File: src/rtl/mfe_lcd1602_sequencer.sv
// mfe_lcd1602_sequencer: command source for mfe_lcd1602_controller.
// Waits out the HD44780 power-on time, sends the init sequence, then renders a
// 2x16 character buffer on each refresh request, one controller transfer at a time.
//
// state   | meaning
// S_PWR   | power-on settling wait
// S_INIT  | sending function set / display on / entry mode / clear
// S_FRAME | sending line addresses and the 32 buffer bytes
// S_IDLE  | frame done, waiting for refresh
//
// hs      | meaning
// H_ISSUE | wait for ready, then pulse vld with the current step's byte
// H_ACK   | controller has not yet dropped ready
// H_DONE  | wait for ready to return, then advance step
module mfe_lcd1602_sequencer #(
    parameter int unsigned T_PWR        = 4000000,
    parameter int unsigned T_PWR_WIDTH  = 22,
    parameter bit          AUTO_REFRESH = 1'b0
) (
    input  logic       clk,
    input  logic       rst,
    input  logic       wr_en,
    input  logic [4:0] wr_addr,
    input  logic [7:0] wr_data,
    input  logic       refresh,
    output logic       lcd_cmd,
    output logic [7:0] lcd_dat,
    output logic       lcd_vld,
    output logic       lcd_lwt,
    input  logic       lcd_ready,
    output logic       busy,
    output logic       init_done
);

    typedef enum logic [1:0] {S_PWR, S_INIT, S_FRAME, S_IDLE} state_t;
    typedef enum logic [1:0] {H_ISSUE, H_ACK, H_DONE} hs_t;

    localparam logic [T_PWR_WIDTH-1:0] PWR_LAST = T_PWR_WIDTH'(T_PWR - 1);

    state_t                 state_q, state_d;
    hs_t                    hs_q, hs_d;
    logic [5:0]             step_q, step_d;
    logic [T_PWR_WIDTH-1:0] pwr_cnt_q, pwr_cnt_d;
    logic                   pend_q, pend_d;
    logic                   init_done_q, init_done_d;
    logic                   busy_q, busy_d;
    logic                   vld_q, vld_d;
    logic                   cmd_q, cmd_d;
    logic [7:0]             dat_q, dat_d;
    logic                   lwt_q, lwt_d;
    logic [7:0]             buf_q [32];
    logic [7:0]             buf_d [32];

    logic                   xfer_cmd;
    logic [7:0]             xfer_dat;
    logic                   xfer_lwt;
    logic                   xfer_last;
    logic [5:0]             buf_idx;

    // Character buffer write port; open in every state.
    always_comb begin
        buf_d = buf_q;
        if (wr_en) buf_d[wr_addr] = wr_data;
    end

    // Byte to send for the current state/step, read from the pre-write buffer.
    always_comb begin
        xfer_cmd  = 1'b1;
        xfer_dat  = 8'h00;
        xfer_lwt  = 1'b0;
        xfer_last = 1'b0;
        buf_idx   = (step_q < 6'd17) ? (step_q - 6'd1) : (step_q - 6'd2);
        if (state_q == S_INIT) begin
            xfer_last = (step_q == 6'd3);
            case (step_q[1:0])
                2'd0:    xfer_dat = 8'h38;
                2'd1:    xfer_dat = 8'h0C;
                2'd2:    xfer_dat = 8'h06;
                default: begin
                    xfer_dat = 8'h01;
                    xfer_lwt = 1'b1;
                end
            endcase
        end else begin
            xfer_last = (step_q == 6'd33);
            if (step_q == 6'd0) begin
                xfer_dat = 8'h80;
            end else if (step_q == 6'd17) begin
                xfer_dat = 8'hC0;
            end else begin
                xfer_cmd = 1'b0;
                xfer_dat = buf_q[buf_idx[4:0]];
            end
        end
    end

    // Top-level sequencing and per-transfer handshake.
    always_comb begin
        state_d     = state_q;
        hs_d        = hs_q;
        step_d      = step_q;
        pwr_cnt_d   = pwr_cnt_q;
        pend_d      = pend_q;
        init_done_d = init_done_q;
        vld_d       = 1'b0;
        cmd_d       = cmd_q;
        dat_d       = dat_q;
        lwt_d       = lwt_q;

        if (state_q == S_FRAME && refresh) pend_d = 1'b1;

        case (state_q)
            S_PWR: begin
                if (pwr_cnt_q == PWR_LAST) begin
                    state_d = S_INIT;
                    step_d  = 6'd0;
                    hs_d    = H_ISSUE;
                end else begin
                    pwr_cnt_d = pwr_cnt_q + 1'b1;
                end
            end
            S_INIT, S_FRAME: begin
                case (hs_q)
                    H_ISSUE: begin
                        if (lcd_ready) begin
                            vld_d = 1'b1;
                            cmd_d = xfer_cmd;
                            dat_d = xfer_dat;
                            lwt_d = xfer_lwt;
                            hs_d  = H_ACK;
                        end
                    end
                    H_ACK: begin
                        if (!lcd_ready) hs_d = H_DONE;
                    end
                    H_DONE: begin
                        if (lcd_ready) begin
                            hs_d = H_ISSUE;
                            if (!xfer_last) begin
                                step_d = step_q + 6'd1;
                            end else if (state_q == S_INIT) begin
                                init_done_d = 1'b1;
                                state_d     = S_FRAME;
                                step_d      = 6'd0;
                                pend_d      = 1'b0;
                            end else if (pend_q || refresh || AUTO_REFRESH) begin
                                step_d = 6'd0;
                                pend_d = 1'b0;
                            end else begin
                                state_d = S_IDLE;
                            end
                        end
                    end
                    default: hs_d = H_ISSUE;
                endcase
            end
            S_IDLE: begin
                if (refresh) begin
                    state_d = S_FRAME;
                    step_d  = 6'd0;
                    hs_d    = H_ISSUE;
                    pend_d  = 1'b0;
                end
            end
            default: state_d = S_PWR;
        endcase
    end

    assign busy_d = (state_d != S_IDLE);

    // State and registered outputs; reset re-runs the whole power-up.
    always_ff @(posedge clk) begin
        if (rst) begin
            state_q     <= S_PWR;
            hs_q        <= H_ISSUE;
            step_q      <= 6'd0;
            pwr_cnt_q   <= '0;
            pend_q      <= 1'b0;
            init_done_q <= 1'b0;
            busy_q      <= 1'b1;
            vld_q       <= 1'b0;
            cmd_q       <= 1'b0;
            dat_q       <= 8'h00;
            lwt_q       <= 1'b0;
        end else begin
            state_q     <= state_d;
            hs_q        <= hs_d;
            step_q      <= step_d;
            pwr_cnt_q   <= pwr_cnt_d;
            pend_q      <= pend_d;
            init_done_q <= init_done_d;
            busy_q      <= busy_d;
            vld_q       <= vld_d;
            cmd_q       <= cmd_d;
            dat_q       <= dat_d;
            lwt_q       <= lwt_d;
        end
    end

    // Buffer storage; reset fills with spaces.
    always_ff @(posedge clk) begin
        if (rst) begin
            for (int i = 0; i < 32; i++) buf_q[i] <= 8'h20;
        end else begin
            buf_q <= buf_d;
        end
    end

    assign lcd_cmd   = cmd_q;
    assign lcd_dat   = dat_q;
    assign lcd_vld   = vld_q;
    assign lcd_lwt   = lwt_q;
    assign busy      = busy_q;
    assign init_done = init_done_q;

endmodule

File: config.mk
export PLATFORM = sky130hd
export DESIGN_NAME = mfe_lcd1602_sequencer
export DESIGN_NICKNAME = d
export VERILOG_FILES = /design/src/rtl/mfe_lcd1602_sequencer.sv
export SDC_FILE = /design/constraint.sdc
export NUM_CORES = 1
export LEC_CHECK = 0
export CAP_MARGIN = 20
export CORE_MARGIN = 5
export CORE_UTILIZATION = 60
export DETAILED_ROUTE_END_ITERATION = 8
export GPL_TIMING_DRIVEN = 0
export PLACE_DENSITY = 0.81
export SLEW_MARGIN = 20
export SYNTH_ARGS = -nofsm -noshare
export SYNTH_HDL_FRONTEND = slang
export SYNTH_SLANG_ARGS = --single-unit
File: constraint.sdc
create_clock -name clk -period 4.22 [get_ports clk]
set_clock_uncertainty 0.05 [all_clocks]
set_input_delay 0.422 -clock clk [delete_from_list [all_inputs] [get_ports clk]]
set_output_delay 0.422 -clock clk [all_outputs]
set_load 0.01 [all_outputs]
Word-level counts from Yosys, hierarchy flattened. Cells that the tools add are included.

Multiplexer cells: 49. Add/sub/neg operators: 4. Bitwise gates (word level): 5. Reductions and logical operators: 15. $lt $le $gt $ge: 4. Eq/ne operators: 20.

Operator list (count): bitwise mux 256 bit (1); 2-to-1 mux 8 bit (6); 2-to-1 mux 6 bit (7); binary-select mux 8 bit (select 5 bit) (1); demux 8 bit (select 5 bit) (1); one-hot mux 6 bit (3 select lines) (2); 2-to-1 mux 2 bit (12); adder 22 x 1 -> 22 bit, second input constant (1); == test 22 bit, second input constant (1); one-hot mux 2 bit (3 select lines) (3); AND reduction 5 bit (3); 2-to-1 mux 1 bit (14); greater-or-equal comparator 6 bit, second input constant (2); inverter 5 -> 6 bit (2); != test 2 bit, second input constant (5); != test 3 bit, second input constant (3); == test 2 bit, second input constant (4); adder 6 x 1 -> 6 bit, second input constant (1); == test 2 x 1 -> 1 bit, second input constant (3); == test 6 x 2 -> 1 bit, second input constant (1); == test 6 x 5 -> 1 bit, second input constant (1); == test 6 bit, second input constant (1); logical NOT 2 bit (3); logical NOT 6 bit (1); other kinds (14) (18).

Output and inout bits: 13. Input port bits: 18. Flip-flop bits (word level): 302.

Depth between registers and ports, before layout. Gate-level depths: netlist of run 1.

Depth in word-level cells: 9. Mapped depth: 16. Mapped depth without buffers: 10.

Least setup slack after synthesis of run 1. Ideal clock, no wire load.

Kind: register to register. From: reg step_q[0]. To: reg dat_q[4], in the netlist lcd_dat[4]. Period minus slack after synthesis: 3.476 ns. Arrival: 3.312 ns. Slack: 0.744 ns. Required time: 4.056 ns. Stages on the path, launching flop included: 15. Library setup time: 0.114 ns. Buffers on the path: 5. Cells stage by stage: dfxtp_1 -> buf_2 -> inv_1 -> clkbuf_1 -> clkbuf_1 -> ha_1 -> buf_4 -> or4b_4 -> nand3_1 -> buf_2 -> nand2_1 -> mux4_2 -> a221oi_1 -> o21ai_1 -> a21o_1.

Longest elaborated chain between the ends: 9. Elaborated cells on any way between the ends: 17.

Ends and longest elaborated chain: from (decl) (RTL line 42) `logic [5:0] step_q, step_d;`; from (signal assigned) (RTL line 188) `step_q <= step_d;`; subtractor 5 x 2 -> 5 bit, or another cell as far along (RTL line 72) `buf_idx = (step_q < 6'd17) ? (step_q - 6'd1) : (step_q - 6'd2);`; 2-to-1 mux 5 bit (RTL line 72); inverter 5 -> 6 bit (implied by the code) (RTL line 92) `xfer_dat = buf_q[buf_idx[4:0]];`; binary-select mux 8 bit (select 5 bit) (RTL line 92); 2-to-1 mux 8 bit (implied by the code) (2 in series) (RTL line 92); 2-to-1 mux 8 bit (RTL line 88) `end else if (step_q == 6'd17) begin`; 2-to-1 mux 8 bit (RTL line 86) `if (step_q == 6'd0) begin`; 2-to-1 mux 8 bit * (RTL line 73) `if (state_q == S_INIT) begin`; to (signal assigned) (RTL line 195) `dat_q <= dat_d;`; to (decl) (RTL line 49) `logic [7:0] dat_q, dat_d;`.

Every way passes the cells marked *; elsewhere a longest branch is shown, timed or not. The select of a mux whose other input is x is not followed. A chain may end at the register's enable or synchronous reset.

Final worst setup path of run 1.
From: reg step_q[0]. To: reg dat_q[2], in the netlist lcd_dat[2].

Same word-level chain as after synthesis.

==> results of run 1 <==
==> registers in the layout, indices dropped and copies added, names as in the netlist <==
register,cells
buf_q,256
pwr_cnt_q,22
lcd_dat,8
step_q,6
hs_q,2
state_q,2
busy,1
init_done,1
lcd_cmd,1
lcd_lwt,1
lcd_vld,1
pend_q,1
==> cell type report <==
| class | count | area [sq um] |
|---|---|---|
| multi-input cells | 1155 | 7680 |
| clock buffers | 46 | 986 |
| fillers | 1799 | 7030 |
| flip-flops and latches | 302 | 6050 |
| repair buffers | 37 | 338 |
| diodes | 1 | 2.50 |
| well taps | 319 | 399 |
| inverters | 16 | 60.1 |
| plain buffers | 123 | 576 |
| clock inverters | 14 | 143 |
==> report_power, final <==
group          switching, mW  internal, mW  leakage (nW)  total [mW]
logic                  0.281         0.113          3.26       0.394
registers             0.0224          2.88          2.44        2.90
clock network           1.24          1.77         0.567        3.01
total                   1.54          4.76          6.27        6.31
==> through the flow <==
step                      utilization (%)  hold WS (ns)  cell area (sq um)  TNS, ns  setup slack [ns]
final                                69.8         0.408              16200  -0.0255           -0.0255
after global routing                 69.8         0.420              16200  -0.0596           -0.0303
after CTS                            69.0         0.406              16100        0            0.0293
after detailed placement             63.4         0.398              14800    -7.14             -1.20
after global placement               63.3         0.389              14700    -8.16             -1.41
after floorplan                         -         0.380              14100        0             0.744
==> cell usage after synthesis (6+ instances only) <==
library cell  number  area share [%]
and3_1            22            0.98
o21ai_0           33             1.2
a211o_1           29             1.8
o22ai_1           66             2.9
nor3_1            24            0.85
and2_1             8            0.36
dfxtp_1          302              43
inv_1             16            0.43
a211oi_1          10            0.53
o31ai_1            7            0.37
nor2_1           291             7.8
nand3_1           48             1.7
nor4_1            21            0.93
clkbuf_1          94             2.5
nand3b_1           9            0.48
o221ai_1          29             1.8
buf_2             15            0.53
ha_1              15             1.3
xnor2_1           11            0.68
a21oi_1           59             2.1
or3_1             10            0.44
nor2b_1           18            0.80
xor2_1             9            0.56
mux2i_1          208              15
buf_1              6            0.16
nand2_1          111             3.0
nand4_1           19            0.84
==> layer usage <==
metal	GRT usage (%)	vias to the layer above	part of all wire, %
met1	46.1	6440	37
met2	53.8	1052	42
met3	10.4	258	14
met4	24.3	2	7.6
li1	-	5857	-
met5	0	-	0.026
==> repair_timing <==
action	CTS	global route
setup endpoints to repair	8	8
gates resized for setup	33	35
setup buffers	3	8
pin swaps	3	6
cloned	0	0
==> critical path, cell delays in order, from the launching register on <==
cell and delay [ns]:
dfxtp_1 0.42, clkbuf_4 0.24, inv_1 0.11, buf_6 0.17, clkbuf_8 0.18, ha_1 0.22, buf_4 0.19, nor4b_4 0.16
buf_4 0.17, o21ai_4 0.18, a2bb2oi_2 0.26, buf_4 0.26, buf_6 0.23, o22ai_1 0.16, o41ai_4 0.73, nor4_4 0.11
o32ai_1 0.27
==> path summary, 6_finish.rpt <==
check        startpoint         end  slack (ns)
min          buf_q[231]  buf_q[231]        0.41
max reg2reg   step_q[0]  lcd_dat[2]       -0.03
max           step_q[0]  lcd_dat[2]       -0.03
min reg2reg  buf_q[231]  buf_q[231]        0.41
==> kinds of logic (layout without fill, tap and decap cells) <==
family	Yosys count	count (layout)	share of synthesized area (%)
AO/OA/AOI/OAI	284	284	14.0
multiplexers	215	215	15.7
AND/OR/NAND/NOR	621	621	20.6
adder cells (fa/ha/maj)	15	15	1.33
flip-flops	302	302	43.0
buffers and inverters	139	236	4.13
other	0	1	0
XOR/XNOR	20	20	1.24
==> cells in the final DEF (no fill, tap or decap), drive strengths merged, types with 18 or more instances in the layout <==
master,n
mux2i,208
clkbuf,139
clkdlybuf4s50,25
a211o,29
a21oi,61
nand3,49
o22ai,66
inv,19
nand2,112
nor2b,18
buf,42
and3,22
nor3,25
o221ai,29
nor2,292
o21ai,40
dfxtp,302
nor4,21
nand4,19
==> out/metrics.yaml, run 1 <==
drcViolationCount: 0
start_util_pct: 60.5
fin_cells: 2013
chipHeight_microns: 163
clock_sinks: 302
max_slew_margin_pct: 21.8
drt_iter0_drc: 2301
finalMaxSlewViolations: 0
grt-ovfl-total: 0
grt_max_degree: 14
cts_root_buf: "clkbuf_16"
cts_tree: "done"
clk_pin_slew_ns: 0.06
finalCriticalPeriod_ns: 4.25
drive_gt1_share_pct: 9.86
synth_nets: 1629
drtPass1Iterations: 6
synth-seq-cells: 302
tightest_slew_ns: 1.17
synth-edff-count: 0
crit_type: "reg -> reg"
vias_per_cell: 6.76
crit_fanout: 11
violations: "setup timing"
ir_drop_mv: 0.349
layout.nets: 1702
ios: 31
die_w_microns: 163
yosysWarnings: 0
synth.distinct_cells: 76
gp_congestion: 1.02
setup_viol: 1
hold_depth: 2
holdBufCountCts: 0
p_leak_nw: 6.27
dp_hpwl_microns: 33700
synthArstFlopShare_pct: 0
synth_area_sq_mm: 0.0141
grt_usage_pct: 36.4
totalWireLength_microns: 49700
via_count: 13609
row_count: 56
rr_worst_depth: 16
antenna_left: 0
synth_ff_type: "dfxtp_1"
grt_pass1_vias: 12813
fmax_ghz: 0.236
antenna_found_initial: 1
outcome: "finished, violations left"
layout_setup_ws_ns: -0.0255
synth_cells: 1596
cp-end-kind: "flip-flop"
hold_viol: 0
wl_per_cell_microns: 24.7
worst_skew_pair.late_latency_ns: 0.53
syn_avg_cell_area_sq_um: 8.82
totalPowerFinal_mw: 6.31
grt_pass1_wl_microns: 74500
cts_made_buffers: 34
yosysSeqAreaShare_pct: 43.0
area_growth_syn_to_layout_pct: 15.3
port_buffers: 25
critPathLaunchType: "flip-flop"
crit_required_ns: 4.59
power_density_mw_per_mm2: 389
final.period_utilization_pct: 101
core-area_sq_mm: 0.0233
max_cap_viol_count: 0
cp_data_arrival_time_ns: 4.61
holdCritPathClass: "reg -> reg"
htreeDepth: 2
cts_buffer_depth: 3
dp_cells: 1941
die_area_sq_mm: 0.0266
No activity file was read; power rests on OpenSTA's default activity.
==> inputs of run 2 (changes only) <==
Settings changed: PLACE_DENSITY 0.81 to 0.78.
==> run 2 against run 1 <==
- flip-flop and latch count stayed put
- setup slack improved by 0.045 ns
- the flow now finishes without violations
- non-clock buffer count decreased by 2
==> out/metrics.yaml, run 2 (synthesis gave the netlist of run 1 again) <==
outcome: "finished, final reports clean"
vias_per_cell: 6.55  # -3.1%
totalWireLength_microns: 47700  # -4.0%
grt-ovfl-total: 0  # unchanged
antenna_left: 0  # unchanged
largest_reg_flops: 256  # unchanged
cts_made_buffers: 31  # -8.8%
top_register: "buf_q"
antenna_cells: 0  # -1
final_common_cell: "dfxtp_1"
cts_root_buf: "clkbuf_16"
drcViolationCount: 0  # unchanged
cts_tree: "done"
ios: 31  # unchanged
finalMaxSlewViolations: 0  # unchanged
via_count: 13154  # -3.3%
crit_required_ns: 4.64  # +0.05 ns
antenna_found_initial: 0  # -1
wl_per_cell_microns: 23.8  # -3.7%
die_w_microns: 163  # unchanged
totalPowerFinal_mw: 6.18  # -2.0%
clock_sinks: 302  # unchanged
max_cap_viol_count: 0  # unchanged
drt_iter0_drc: 1930  # -16%
power_density_mw_per_mm2: 384  # -1.1%
final.period_utilization_pct: 99.5  # -1.1 points
grt_setup_unrepaired: "true"
core-area_sq_mm: 0.0233  # unchanged
port_buffers: 25  # unchanged
fill_cells: 1880  # +4.5%
drtPass1Iterations: 6  # unchanged
max_slew_margin_pct: 20.4  # -1.5 points
layout.nets: 1697  # -0.29%
grt_pass1_vias: 12315  # -3.9%
hold_viol: 0  # unchanged
fmax_ghz: 0.238  # +1.1%
htreeDepth: 1  # -1
dp_hpwl_microns: 33200  # -1.6%
drive_gt1_share_pct: 8.94  # -0.92 points
row_count: 56  # unchanged
start_util_pct: 60.5  # unchanged
area_growth_syn_to_layout_pct: 14.4
crit_type: "reg -> reg"
worst_skew_pair.late_latency_ns: 0.57  # +0.04 ns
cp-end-kind: "flip-flop"
crit_fanout: 11  # unchanged
grt_usage_pct: 34.9  # -1.5 points
setup_viol: 0  # -1
dp_slack_ns: -0.813  # +0.385 ns
chipHeight_microns: 163  # unchanged
p_leak_nw: 6.20  # -1.0%
finalCriticalPeriod_ns: 4.20  # -0.0453 ns
die_area_sq_mm: 0.0266  # unchanged
cts_buffer_depth: 3  # unchanged
layout_common_cells: "dfxtp_1, nor2_1, mux2i_1"
ir_drop_mv: 0.239  # -32%
holdCritPathClass: "reg -> reg"
layout_setup_ws_ns: 0.0198  # +0.0453 ns
gp_congestion: 1.01  # -1.0%
clk_pin_slew_ns: 0.07  # about the same
cp_data_arrival_time_ns: 4.62  # about the same
critPathLaunchType: "flip-flop"
grt_max_degree: 16  # +2
tightest_slew_ns: 1.19  # +0.0217 ns
grt_pass1_wl_microns: 72200  # -3.2%
[run 2: changes by cell type in the layout (fill, tap and decap cells not counted), sizes merged]
cell      before  now
diode          1    0
inv           19   18
clkinv         9   10
clkbuf       139  135
buf           42   39
clkinvlp       0    1
bufinv         2    4
[run 2: timing repair]
action,4_1_cts,5_1_grt
endpoints found under the setup margin,8,8
hold buffers,0,0
pin swaps,1,3
setup buffers,1,8
gates resized for setup,19,29
[run 2: metal layers]
metal	track usage (%)	wire length, microns
met5	0	0
met2	53.8	20900
met4	16.1	2400
met3	8.78	5800
met1	46.3	18600
[run 2: area by class of cell]
cell class                      instances  area, sq um  area share, %
Sequential cell                       302         6050           37.6
Tap cell                              319          399           2.48
Inverter                               16         60.1          0.373
Multi-Input combinational cell       1155         7620           47.4
Clock buffer                           41          873           5.43
Timing Repair Buffer                   35          338           2.10
Buffer                                123          553           3.44
Clock inverter                         17          199           1.24
[run 2: metrics by stage]
stage	utilization, %	hold slack (ns)	instances	TNS, ns	instance area (sq um)
floorplan	-	0.380	1596	0	14100
global placement	63.3	0.392	1940	-5.40	14700
detailed placement	63.3	0.397	1940	-5.35	14700
CTS	68.2	0.405	1999	0	15900
global route	69.2	0.429	2008	-0.216	16100
finish	69.2	0.407	2008	0	16100
[run 2: worst max-delay path, stage by stage (launching register included)]
cell and delay (ns):
dfxtp_1 0.39, buf_2 0.25, inv_1 0.11, clkbuf_4 0.23, buf_4 0.23, ha_1 0.23, buf_4 0.19, nor4b_4 0.14
buf_4 0.17, buf_4 0.14, o21ai_4 0.13, buf_12 0.15, clkbuf_1 0.39, o22ai_1 0.17, o21ai_0 0.18, nand3_1 0.11
a21oi_1 0.29, o211ai_1 0.24, a311oi_1 0.29
[run 2: power breakdown]
part	switching, mW	internal (mW)
registers	0.0213	2.88
clock network	1.20	1.70
logic	0.273	0.111
total	1.49	4.69
[run 2: path summary, 6_finish.rpt]
| path | slack [ns] | cells past startpoint | to | from |
|---|---|---|---|---|
| max | 0.02 | 18 | lcd_dat[3] | step_q[0] |
| min | 0.41 | 2 | buf_q[232] | buf_q[232] |
| max reg2reg | 0.02 | 18 | lcd_dat[3] | step_q[0] |
| min reg2reg | 0.41 | 2 | buf_q[232] | buf_q[232] |
